### config.mk
export PLATFORM = sky130hd
export DESIGN_NAME = apb_slave_mem_flat
export DESIGN_NICKNAME = d
export VERILOG_FILES = /design/src/rtl/apb_slave_mem_pkg.sv /design/src/rtl/apb_slave_mem_if.sv /design/src/rtl/apb_slave_mem_regfile.sv /design/src/rtl/apb_slave_mem.sv /design/src/flat_wrapper.sv
export SDC_FILE = /design/constraint.sdc
export NUM_CORES = 1
export LEC_CHECK = 0
export CORE_ASPECT_RATIO = 1.1
export CORE_UTILIZATION = 35
export DETAILED_ROUTE_END_ITERATION = 10
export HOLD_SLACK_MARGIN = 0.02
export PLACE_DENSITY_LB_ADDON = 0.1
export SLEW_MARGIN = 20
export SYNTH_ARGS = -nofsm -noshare
export SYNTH_HDL_FRONTEND = slang
export SYNTH_SLANG_ARGS = --single-unit
export TNS_END_PERCENT = 50
### constraint.sdc
create_clock -name clk -period 2.65 [get_ports clk]
set_input_delay 0.265 -clock clk [delete_from_list [all_inputs] [get_ports clk]]
set_output_delay 0.265 -clock clk [all_outputs]
set_load 0.05 [all_outputs]
### src/rtl/apb_slave_mem_pkg.sv
// apb_slave_mem_pkg: shared APB types, constants and helpers (package apb_pkg)
package apb_pkg;

    localparam int APB_ADDR_LSB = 2;
    localparam int APB_DATA_W   = 32;

    typedef enum logic {
        IDLE,
        ACCESS
    } apb_slv_state_t;

    // Command encodings driven into the master; kept here so both ends agree
    typedef enum logic [1:0] {
        APB_CMD_NOP   = 2'b00,
        APB_CMD_READ  = 2'b01,
        APB_CMD_WRITE = 2'b10
    } apb_cmd_t;

    // True when a byte address is misaligned or falls beyond a DEPTH-word window
    function automatic logic apb_addr_bad(input logic [31:0] addr, input int depth);
        return (addr >= 32'(depth * 4)) || (addr[1:0] != 2'b00);
    endfunction

endpackage

### src/rtl/apb_slave_mem_if.sv
// apb_slave_mem_if: APB bus bundle between master and slave; pslverr_o present with APB_SLAVE_PSLVERR_EN
interface apb_slave_mem_if #(
    parameter int ADDR_W = 32,
    parameter int DATA_W = 32
);

    logic              psel_i;
    logic              penable_i;
    logic [ADDR_W-1:0] paddr_i;
    logic              pwrite_i;
    logic [DATA_W-1:0] pwdata_i;
    logic              pready_o;
    logic [DATA_W-1:0] prdata_o;

`ifdef APB_SLAVE_PSLVERR_EN
    logic              pslverr_o;

    modport master (
        output psel_i, penable_i, paddr_i, pwrite_i, pwdata_i,
        input  pready_o, prdata_o, pslverr_o
    );

    modport slave (
        input  psel_i, penable_i, paddr_i, pwrite_i, pwdata_i,
        output pready_o, prdata_o, pslverr_o
    );
`else
    modport master (
        output psel_i, penable_i, paddr_i, pwrite_i, pwdata_i,
        input  pready_o, prdata_o
    );

    modport slave (
        input  psel_i, penable_i, paddr_i, pwrite_i, pwdata_i,
        output pready_o, prdata_o
    );
`endif

endinterface

### src/rtl/apb_slave_mem_regfile.sv
// apb_slv_regfile: DEPTH x DATA_W word store with synchronous write, registered read and synchronous clear
module apb_slv_regfile #(
    parameter int DEPTH  = 16,
    parameter int DATA_W = 32,
    localparam int IW    = $clog2(DEPTH)
) (
    input  logic              clk,
    input  logic              reset,
    input  logic              we,
    input  logic [IW-1:0]     waddr,
    input  logic [DATA_W-1:0] wdata,
    input  logic              re,
    input  logic              rzero,
    input  logic [IW-1:0]     raddr,
    output logic [DATA_W-1:0] rdata
);

    logic [DATA_W-1:0] mem [DEPTH];

    // Clear everything on reset; otherwise commit writes and capture reads (rzero forces a zero read)
    always_ff @(posedge clk) begin
        if (reset) begin
            for (int i = 0; i < DEPTH; i++) mem[i] <= '0;
            rdata <= '0;
        end else begin
            if (we) mem[waddr] <= wdata;
            if (re) rdata <= rzero ? '0 : mem[raddr];
        end
    end

endmodule

### src/rtl/apb_slave_mem.sv
// apb_slave_mem: APB slave word memory with fixed wait states; APB_SLAVE_PSLVERR_EN adds pslverr_o error signalling
module apb_slave_mem
    import apb_pkg::*;
#(
    parameter int DEPTH       = 16,
    parameter int WAIT_CYCLES = 2,
    parameter int ADDR_W      = 32,
    parameter int DATA_W      = APB_DATA_W
) (
    input logic           clk,
    input logic           reset,
    apb_slave_mem_if.slave bus
);

    localparam int IW = $clog2(DEPTH);

    apb_slv_state_t    state;
    logic [3:0]        cnt;
    logic [IW-1:0]     idx;
    logic              wr;
    logic [DATA_W-1:0] wdata;
    logic              setup;
    logic              done;
    logic              rzero;
    logic              blocked;
    logic              unused_addr;

    assign setup        = state == IDLE && bus.psel_i && !bus.penable_i;
    assign bus.pready_o = state == ACCESS && cnt == '0;
    assign done         = bus.pready_o && bus.psel_i && bus.penable_i;
    assign unused_addr  = ^bus.paddr_i;

`ifdef APB_SLAVE_PSLVERR_EN
    logic setup_err;
    logic err;

    assign setup_err     = apb_addr_bad(32'(bus.paddr_i), DEPTH);
    assign rzero         = setup_err;
    assign blocked       = err;
    assign bus.pslverr_o = bus.pready_o && err;

    // Remember whether the transfer being served was flagged at its setup edge
    always_ff @(posedge clk) begin
        if (reset) err <= 1'b0;
        else if (setup) err <= setup_err;
    end
`else
    assign rzero   = 1'b0;
    assign blocked = 1'b0;
`endif

    // Setup latches the request; access counts down wait states, completes, or aborts when psel drops
    always_ff @(posedge clk) begin
        if (reset) begin
            state <= IDLE;
            cnt   <= '0;
            idx   <= '0;
            wr    <= 1'b0;
            wdata <= '0;
        end else if (setup) begin
            state <= ACCESS;
            cnt   <= 4'(WAIT_CYCLES);
            idx   <= bus.paddr_i[APB_ADDR_LSB +: IW];
            wr    <= bus.pwrite_i;
            wdata <= bus.pwdata_i;
        end else if (state == ACCESS && (!bus.psel_i || done)) begin
            state <= IDLE;
        end else if (state == ACCESS && cnt != '0 && bus.penable_i) begin
            cnt <= cnt - 4'd1;
        end
    end

    apb_slv_regfile #(
        .DEPTH (DEPTH),
        .DATA_W(DATA_W)
    ) u_regfile (
        .clk  (clk),
        .reset(reset),
        .we   (done && wr && !blocked),
        .waddr(idx),
        .wdata(wdata),
        .re   (setup && !bus.pwrite_i),
        .rzero(rzero),
        .raddr(bus.paddr_i[APB_ADDR_LSB +: IW]),
        .rdata(bus.prdata_o)
    );

endmodule

### src/flat_wrapper.sv
// flat-port wrapper written by rule: the top's interface ports become plain ports
module apb_slave_mem_flat import apb_pkg::*;
#(
    parameter int DEPTH       = 16,
    parameter int WAIT_CYCLES = 2,
    parameter int ADDR_W      = 32,
    parameter int DATA_W      = APB_DATA_W
)
  (clk, reset, bus_psel_i, bus_penable_i, bus_paddr_i, bus_pwrite_i, bus_pwdata_i, bus_pready_o, bus_prdata_o);
  apb_slave_mem_if #(.ADDR_W(ADDR_W), .DATA_W(DATA_W)) bus_i ();
  input logic clk;
  input logic reset;
  input wire logic [$bits(bus_i.psel_i)-1:0] bus_psel_i;
  input wire logic [$bits(bus_i.penable_i)-1:0] bus_penable_i;
  input wire logic [$bits(bus_i.paddr_i)-1:0] bus_paddr_i;
  input wire logic [$bits(bus_i.pwrite_i)-1:0] bus_pwrite_i;
  input wire logic [$bits(bus_i.pwdata_i)-1:0] bus_pwdata_i;
  output wire logic [$bits(bus_i.pready_o)-1:0] bus_pready_o;
  output wire logic [$bits(bus_i.prdata_o)-1:0] bus_prdata_o;
  assign bus_i.psel_i = bus_psel_i;
  assign bus_i.penable_i = bus_penable_i;
  assign bus_i.paddr_i = bus_paddr_i;
  assign bus_i.pwrite_i = bus_pwrite_i;
  assign bus_i.pwdata_i = bus_pwdata_i;
  assign bus_pready_o = bus_i.pready_o;
  assign bus_prdata_o = bus_i.prdata_o;
  apb_slave_mem #(.DEPTH(DEPTH), .WAIT_CYCLES(WAIT_CYCLES), .ADDR_W(ADDR_W), .DATA_W(DATA_W)) u_core (.clk(clk), .reset(reset), .bus(bus_i));
endmodule
### Word-level counts from Yosys, hierarchy flattened

Memory sizes are Yosys's and may differ from the RTL's. A register that Yosys moved wholly into a read port is not among the register bits.
Index checks and enable logic that the tools add are counted.
W data, S select, Z words.

| cells by class | value |
|---|---|
| add/subtract/negate cells | 1 |
| multiply operators | 0 |
| div/mod/pow operators | 0 |
| magnitude comparators | 0 |
| eq/ne operators | 1 |
| shift-type cells | 0 |
| muxes and demuxes | 13 |
| bitwise gates (word level) | 2 |
| reductions and logical operators | 22 |

Operators with widths:

| kind | number |
|---|---|
| $mux W32 | 1 |
| $reduce_or A32 Y1 | 1 |
| $logic_and A1 B1 Y1 | 10 |
| $mux W1 | 8 |
| $mux W2 | 3 |
| $logic_not A4 Y1 | 1 |
| $mux W4 | 1 |
| $reduce_and A2 Y1 | 2 |
| $reduce_bool A2 Y1 | 2 |
| $reduce_bool A4 Y1 | 1 |
| $sub A4 B1 Y4 const B | 1 |
| $logic_not A1 Y1 | 3 |
| $ne A2 B1 Y1 const B | 1 |
| $not A1 Y1 | 2 |
| $reduce_or A2 Y1 | 1 |
| $logic_or A1 B1 Y1 | 1 |

| storage, ports and cells | value |
|---|---|
| register bits after elaboration | 42 |
| latch bits | 0 |
| bits in writable memories | 512 |
| memory bits (read-only) | 0 |
| input port bits | 69 |
| output and inout bits | 33 |
| word-level logic and storage cells | 46 |
| memories | 1 |

Memory list:

| memory | depth | bits a word | rd ports | clocked after memory_dff | write ports | RTL line | text |
|---|---|---|---|---|---|---|---|
| u_core.u_regfile.mem | 16 | 32 | 1 | 1 | 16 | apb_slave_mem_regfile.sv:18 | `logic [DATA_W-1:0] mem [DEPTH];` |

### Longest topological paths before layout

Gate-level depths: netlist of the first run.

| depth | value |
|---|---|
| word-level depth | 10 |
| gate-level depth with buffers | 7 |
| gate-level depth less buffers | 6 |

### By module

A second synthesis of the first run with hierarchy kept.

| unflattened totals | value |
|---|---|
| cells, all modules | 1761 |
| area, all modules | 25787.2 µm² |

Modules (own cells, without submodules):

| module | times used | cells each | area an instance (µm²) | seq. area each (µm²) |
|---|---|---|---|---|
| apb_slv_regfile | 1 | 1565 | 24207.0 | 16015.4 |
| apb_slave_mem | 1 | 196 | 1580.3 | 840.8 |

### Worst setup path after synthesis of the first run

OpenSTA, ideal clock, no wires.

| path | value |
|---|---|
| path kind | register to register |
| start point | register u_core.cnt[0] |
| end point | memory u_core.u_regfile.mem[8][0], enable pin |
| library setup time | 0.375 ns |
| arrival time | 1.781 ns |
| required time | 2.275 ns |
| setup slack | 0.494 ns |
| stages on the path, launching flop included | 7 |
| path buffers | 0 |
| period minus slack after synthesis | 2.156 ns |
| cell sequence | dfxtp_1 > inv_1 > ha_1 > nor3b_2 > nand4_2 > nor3b_2 > or2_2 |

RTL lines:

| element | RTL line | text |
|---|---|---|
| start, declared | apb_slave_mem.sv:18 | `logic [3:0] cnt;` |
| start signal, assigned | apb_slave_mem.sv:62 | `cnt <= 4'(WAIT_CYCLES);` |
| start signal, assigned | apb_slave_mem.sv:69 | `cnt <= cnt - 4'd1;` |
| end, declared | apb_slave_mem_regfile.sv:18 |  |

==> impl_metrics.ini, run 1 <==
[run_status]
status = complete, no violations

[floorplanning]
ios = 102
rows = 103
fp.dieArea_sq_mm = 0.0745
die_y_um = 286
start_util_pct = 35.6
fp.dieW_um = 260
fp.coreArea_sq_mm = 0.0722

[yosys]
yosysTopAreaCell = edfxtp_1
synth.area.top_cells = edfxtp_1, and2_1, mux4_2
syn_area_sq_mm = 0.0257
synth_xor_area_share_pct = 0.102
synthArstFlopShare_pct = 0
synth_edf_count = 512
yosys.area.top_type_share_pct = 59.9
synthSimpleGateAreaFrac_pct = 15.1
synth_nets = 1753
synthMuxAreaShare_pct = 13.7
postSynthCellCount = 1682
synth_adder_area_share_pct = 0.0974
syn_avg_cell_area_sq_um = 15.3
synth_compound_area_share_pct = 2.68
synth-warning-count = 0
synth_cell_types = 35
synth_seq_cells = 586
ys_seq_area_share_pct = 65.6
synth_top_family_by_area = simple AND/OR/NAND/NOR gates
yosys_most_used_dff = edfxtp_1

[routing]
wl_per_cell_um = 25.9
vias_per_cell = 5.07
postRouteAntennaNets = 0
dr.pass1.iters = 5
drt_iter0_drc = 941
drt-total-wl_um = 72300
num_vias = 14100
drc_errors = 0

[power]
vdd_drop_max_mv = 0.412
leakagePower_nw = 10.9
p_per_area_mw_per_mm2 = 683

[clocking]
clockBufferDepth = 3
cts_buffers = 66
cts_root_buffer = clkbuf_16
clk_pin_slew_worst_paths_ns = 0.06
cts_tree = done
clkSinkCount = 586
clk_latency_ns = 0.60
postCtsSetupRepairBufs = 0
cts_max_level = 3

[layout]
final_cell_mix = and2_1, edfxtp_1, mux4_2, nand2_1, buf_4
antenna_cells = 0
layout-drive-gt1-share_pct = 20.0
area_growth_pct = 18.2
finalNetCount = 1859
final_common_cell = and2_1
finalInstanceArea_sq_mm = 0.0303

[setup_path]
critPathLaunchType = flop
critPathArrivalTime_ns = 2.92
cp_max_fo = 24
crit_type = reg -> reg
setup.worst_path.end_class = flop
required_ns = 3.10

[placed_design]
dpl_cell_area_sq_mm = 0.0282
place.gp.congestion = 0.733
dpl.hpwl_um = 42600
io_buffers = 73

[global_routing]
grt_pass1_wl_um = 105000
grt-ovfl-total = 0
grt_max_degree = 60
grt.total_usage_pct = 19.8
grt_pass1_vias = 14900
antenna_found_initial = 2

[sta]
finalSetupViolCount = 0
clock_skew_ns = 0.0197
period_minus_slack_ns = 2.46
worst_pin_slew_ns = 0.882
slew_viol_final = 0
finalHoldViolCount = 0
rsz0062_at_grt = false
finalSetupTns_ns = 0
slew_headroom_pct = 41.2
min_period_over_period_pct = 93.0
max_freq_mhz = 406

[flow_run]
drv_cap = 0

[min_path]
holdCritPathClass = in -> reg
[registers in the layout (all words and copies together), names as in the netlist]
name                    cells
u_core.cnt                  4
u_core.wdata               32
u_core.u_regfile.rdata     32
u_core.state                1
u_core.u_regfile.mem      512
u_core.idx                  4
u_core.wr                   1
[report_power, final]
| part | switching, mW | internal (mW) |
|---|---|---|
| Sequential | 0.175 | 10.3 |
| Combinational | 0.723 | 0.558 |
| Clock | 3.67 | 5.29 |
[layout make-up]
cell class	count	area [sq um]
clock inverters	16	110
well taps	945	1180
inverters	3	11.3
multi-input cells	952	8270
clock buffers	105	2000
repair buffers	179	1910
fillers	6530	41800
flip-flops and latches	586	16900
[cell families after synthesis]
group / after synthesis
and+or+nand+nor: 650
DFF: 586
muxes: 192
buffers and inverters: 144
AOI/OAI and AO/OA: 105
xor gates and xnor gates: 3
adders and majority gates: 2
[per-stage QoR]
step / instances / worst slack (ns) / utilization [%] / hold WS, ns / power (mW)
after global placement: 2664 / 0.0863 / 39.1 / 0.444 / 12.0
final: 2786 / 0.186 / 42.0 / 0.124 / 20.7
after floorplan: 1682 / 0.494 / - / 0.353 / 11.3
after CTS: 2786 / 0.160 / 42.0 / 0.0937 / 21.0
after detailed placement: 2664 / 0.0569 / 39.1 / 0.448 / 12.0
after global routing: 2786 / 0.0889 / 42.0 / 0.180 / 21.4
[Yosys cell counts (3+ instances only)]
cell type	count
a21oi_1	39
clkbuf_1	81
nor3b_2	4
nor2_1	17
o21ai_0	32
buf_2	20
edfxtp_1	512
o2bb2a_1	31
mux2i_1	64
inv_1	3
clkbuf_2	24
nor3_1	4
nand2_1	78
buf_4	5
and2_1	514
nand3b_1	3
nand3_1	4
or2_2	16
mux4_2	128
buf_6	11
dfxtp_1	74
[critical path, stage by stage (launching register included)]
cell and delay (ns):
dfxtp_1 0.34, inv_1 0.09, ha_1 0.16, nor3b_2 0.17, buf_4 0.19, nand4_2 0.28, nor3b_4 0.40, buf_4 0.47
and2_1 0.20
[layer usage]
metal / track usage (%) / vias to the layer above / routed length, um
met4: 5.31 / 0 / 1380
li1: - / 6352 / -
met1: 26.4 / 7326 / 31500
met2: 33.4 / 365 / 35700
met5: 0 / - / 0
met3: 3.36 / 79 / 3750
[timing repair]
action,in CTS,in global routing
hold buffers,1,0
endpoints found under the setup margin,1,0
endpoints found under the hold margin,1,0
resized for setup,1,0
[final timing paths]
kind	endpoint	startpoint	cells after the start	slack, ns
setup / recovery	u_core.u_regfile.mem[4][10]$_SDFFCE_PN0P_	u_core.cnt[0]$_SDFFE_PP0P_	8	0.19
hold / removal	u_core.idx[1]$_SDFFE_PP0P_	bus_paddr_i[3]	3	0.12
setup reg to reg	u_core.u_regfile.mem[4][10]$_SDFFCE_PN0P_	u_core.cnt[0]$_SDFFE_PP0P_	8	0.19
hold reg to reg	u_core.wr$_SDFFE_PP0P_	u_core.wr$_SDFFE_PP0P_	2	0.46
No activity file was read; power rests on OpenSTA's default activity.
==> run 2: changes to the inputs <==
--- a/config.mk
+++ b/config.mk
@@ -8,6 +8,7 @@
 export CORE_ASPECT_RATIO = 1.1
 export CORE_UTILIZATION = 35
 export DETAILED_ROUTE_END_ITERATION = 10
+export GPL_TIMING_DRIVEN = 1
 export HOLD_SLACK_MARGIN = 0.02
 export PLACE_DENSITY_LB_ADDON = 0.1
 export SLEW_MARGIN = 20
==> constraint.sdc (replaced) <==
create_clock -name clk -period 2.89 [get_ports clk]
set_input_delay 0.289 -clock clk [delete_from_list [all_inputs] [get_ports clk]]
set_output_delay 0.289 -clock clk [all_outputs]
set_load 0.05 [all_outputs]
==> impl_metrics.ini, run 2 (synthesis results as in run 1) <==
[global_routing]
grt_pass1_vias = 15100
grt-ovfl-total = 0
grt_pass1_wl_um = 105000
grt.total_usage_pct = 20.0
grt_max_degree = 63
antenna_found_initial = 6

[sta]
period_minus_slack_ns = 2.61
rsz0062_at_grt = false
worst_pin_slew_ns = 0.869
slew_headroom_pct = 42.1
slew_viol_final = 0
worst_slack_ns = 0.280
finalSetupViolCount = 0
min_period_over_period_pct = 90.3
whs_ns = 0.0963
finalHoldViolCount = 0
finalSetupTns_ns = 0
clock_skew_ns = 0.0219
max_freq_mhz = 383

[clocking]
cts_max_level = 3
postCtsSetupRepairBufs = 0
cts_tree = done
clockBufferDepth = 3
cts_root_buffer = clkbuf_16
cts_buffers = 67
clkSinkCount = 586
clk_pin_slew_worst_paths_ns = 0.06
clk_latency_ns = 0.61

[layout]
final_common_cell = and2_1
finalNetCount = 1842
largest_reg_flops = 512
top_register = u_core.u_regfile.mem
area_growth_pct = 17.5
finalInstanceArea_sq_mm = 0.0302
top_regs = u_core.u_regfile.mem x512, u_core.u_regfile.rdata x32, u_core.wdata x32
layout-drive-gt1-share_pct = 19.0
final_cell_mix = and2_1, edfxtp_1, mux4_2, nand2_1, dfxtp_1

[routing]
drc_errors = 0
num_vias = 14000
wl_per_cell_um = 26.2
drt-total-wl_um = 72700
dr.pass1.iters = 5
postRouteAntennaNets = 0
drt_iter0_drc = 987
vias_per_cell = 5.06

[power]
p_per_area_mw_per_mm2 = 628
clkPwrFrac_pct = 43.2
vdd_drop_max_mv = 0.297
p_total_mw = 18.9
internal_power_mw = 14.7
comb_power_share_pct = 6.1
p_sw_share_pct = 22.4
power_frac_seq_pct = 50.7
power_switching_mw = 4.25
leakagePower_nw = 10.8

[setup_path]
critPathLaunchType = flop
required_ns = 2.60
crit_type = reg -> out
cp_max_fo = 5
setup.worst_path.end_class = output pin
critPathArrivalTime_ns = 2.32

[run_status]
status = complete, no violations

[placed_design]
pre_cts_ws_ns = 0.0666
dpl.hpwl_um = 41700
place.gp.congestion = 0.726
io_buffers = 73
dpl_cell_area_sq_mm = 0.0281

[floorplanning]
start_util_pct = 35.6
die_y_um = 286
ios = 102
fp.dieArea_sq_mm = 0.0745
fp.coreArea_sq_mm = 0.0722
fp.dieW_um = 260
rows = 103

[flow_run]
drv_cap = 0

[min_path]
holdCritPathClass = in -> reg
==> run 2: cell count changes in the layout (fill, tap and decap cells not counted), moves of 2 or more <==
cell,delta
buf_4,-16
clkbuf_8,-3
clkinv_1,+3
clkinv_2,-3
clkbuf_1,+2
inv_6,+2
==> run 2: cell type report <==
type | count | area, sq um
diodes | 1 | 2.50
clock buffers | 103 | 1950
clock inverters | 18 | 136
fillers | 6560 | 42000
inverters | 3 | 11.3
multi-input cells | 952 | 8280
flip-flops and latches | 586 | 16900
well taps | 945 | 1180
repair buffers | 161 | 1760
==> run 2: critical path, cell delays in order (launching register included) <==
cell and delay, ns:
dfxtp_1 0.33, inv_1 0.08, ha_1 0.17, nor3b_4 0.42, and2_1 0.19, dlygate4sd2_1 0.53
==> run 2: path summary, 6_finish.rpt <==
path	startpoint	end	slack, ns	cells past startpoint
max	u_core.cnt[0]$_SDFFE_PP0P_	bus_pready_o	0.28	5
min	bus_paddr_i[2]	u_core.idx[0]$_SDFFE_PP0P_	0.1	3
max reg2reg	u_core.cnt[0]$_SDFFE_PP0P_	u_core.u_regfile.mem[4][10]$_SDFFCE_PN0P_	0.31	7
min reg2reg	u_core.wr$_SDFFE_PP0P_	u_core.wr$_SDFFE_PP0P_	0.46	2
==> run 2: what timing repair did <==
item,in CTS,in global routing
gates resized for setup,2,0
endpoints found under the setup margin,1,0
hold buffers,0,0
==> run 2: metal layers <==
metal	track usage (%)	wire [um]	share of wire [%]
met1	26.7	32300	44
met2	34.2	36300	50
met3	2.46	2880	4.0
met4	5.37	1220	1.7
met5	0	0	0
==> run 2: power groups by stage <==
stage,sequential [mW],clock (mW),combinational (mW)
3_3_place_gp,9.78,0,1.17
2_1_floorplan,9.74,0,0.657
4_1_cts,9.61,8.40,1.18
5_1_grt,9.64,8.68,1.23
3_5_place_dp,9.79,0,1.18
6_report,9.61,8.17,1.16
==> run 2: metrics by stage <==
step | std cells | util (%)
final | 2769 | 41.8
after global placement | 2647 | 38.9
after detailed placement | 2647 | 38.9
after global routing | 2768 | 41.8
after floorplan | 1682 | -
after CTS | 2768 | 41.8
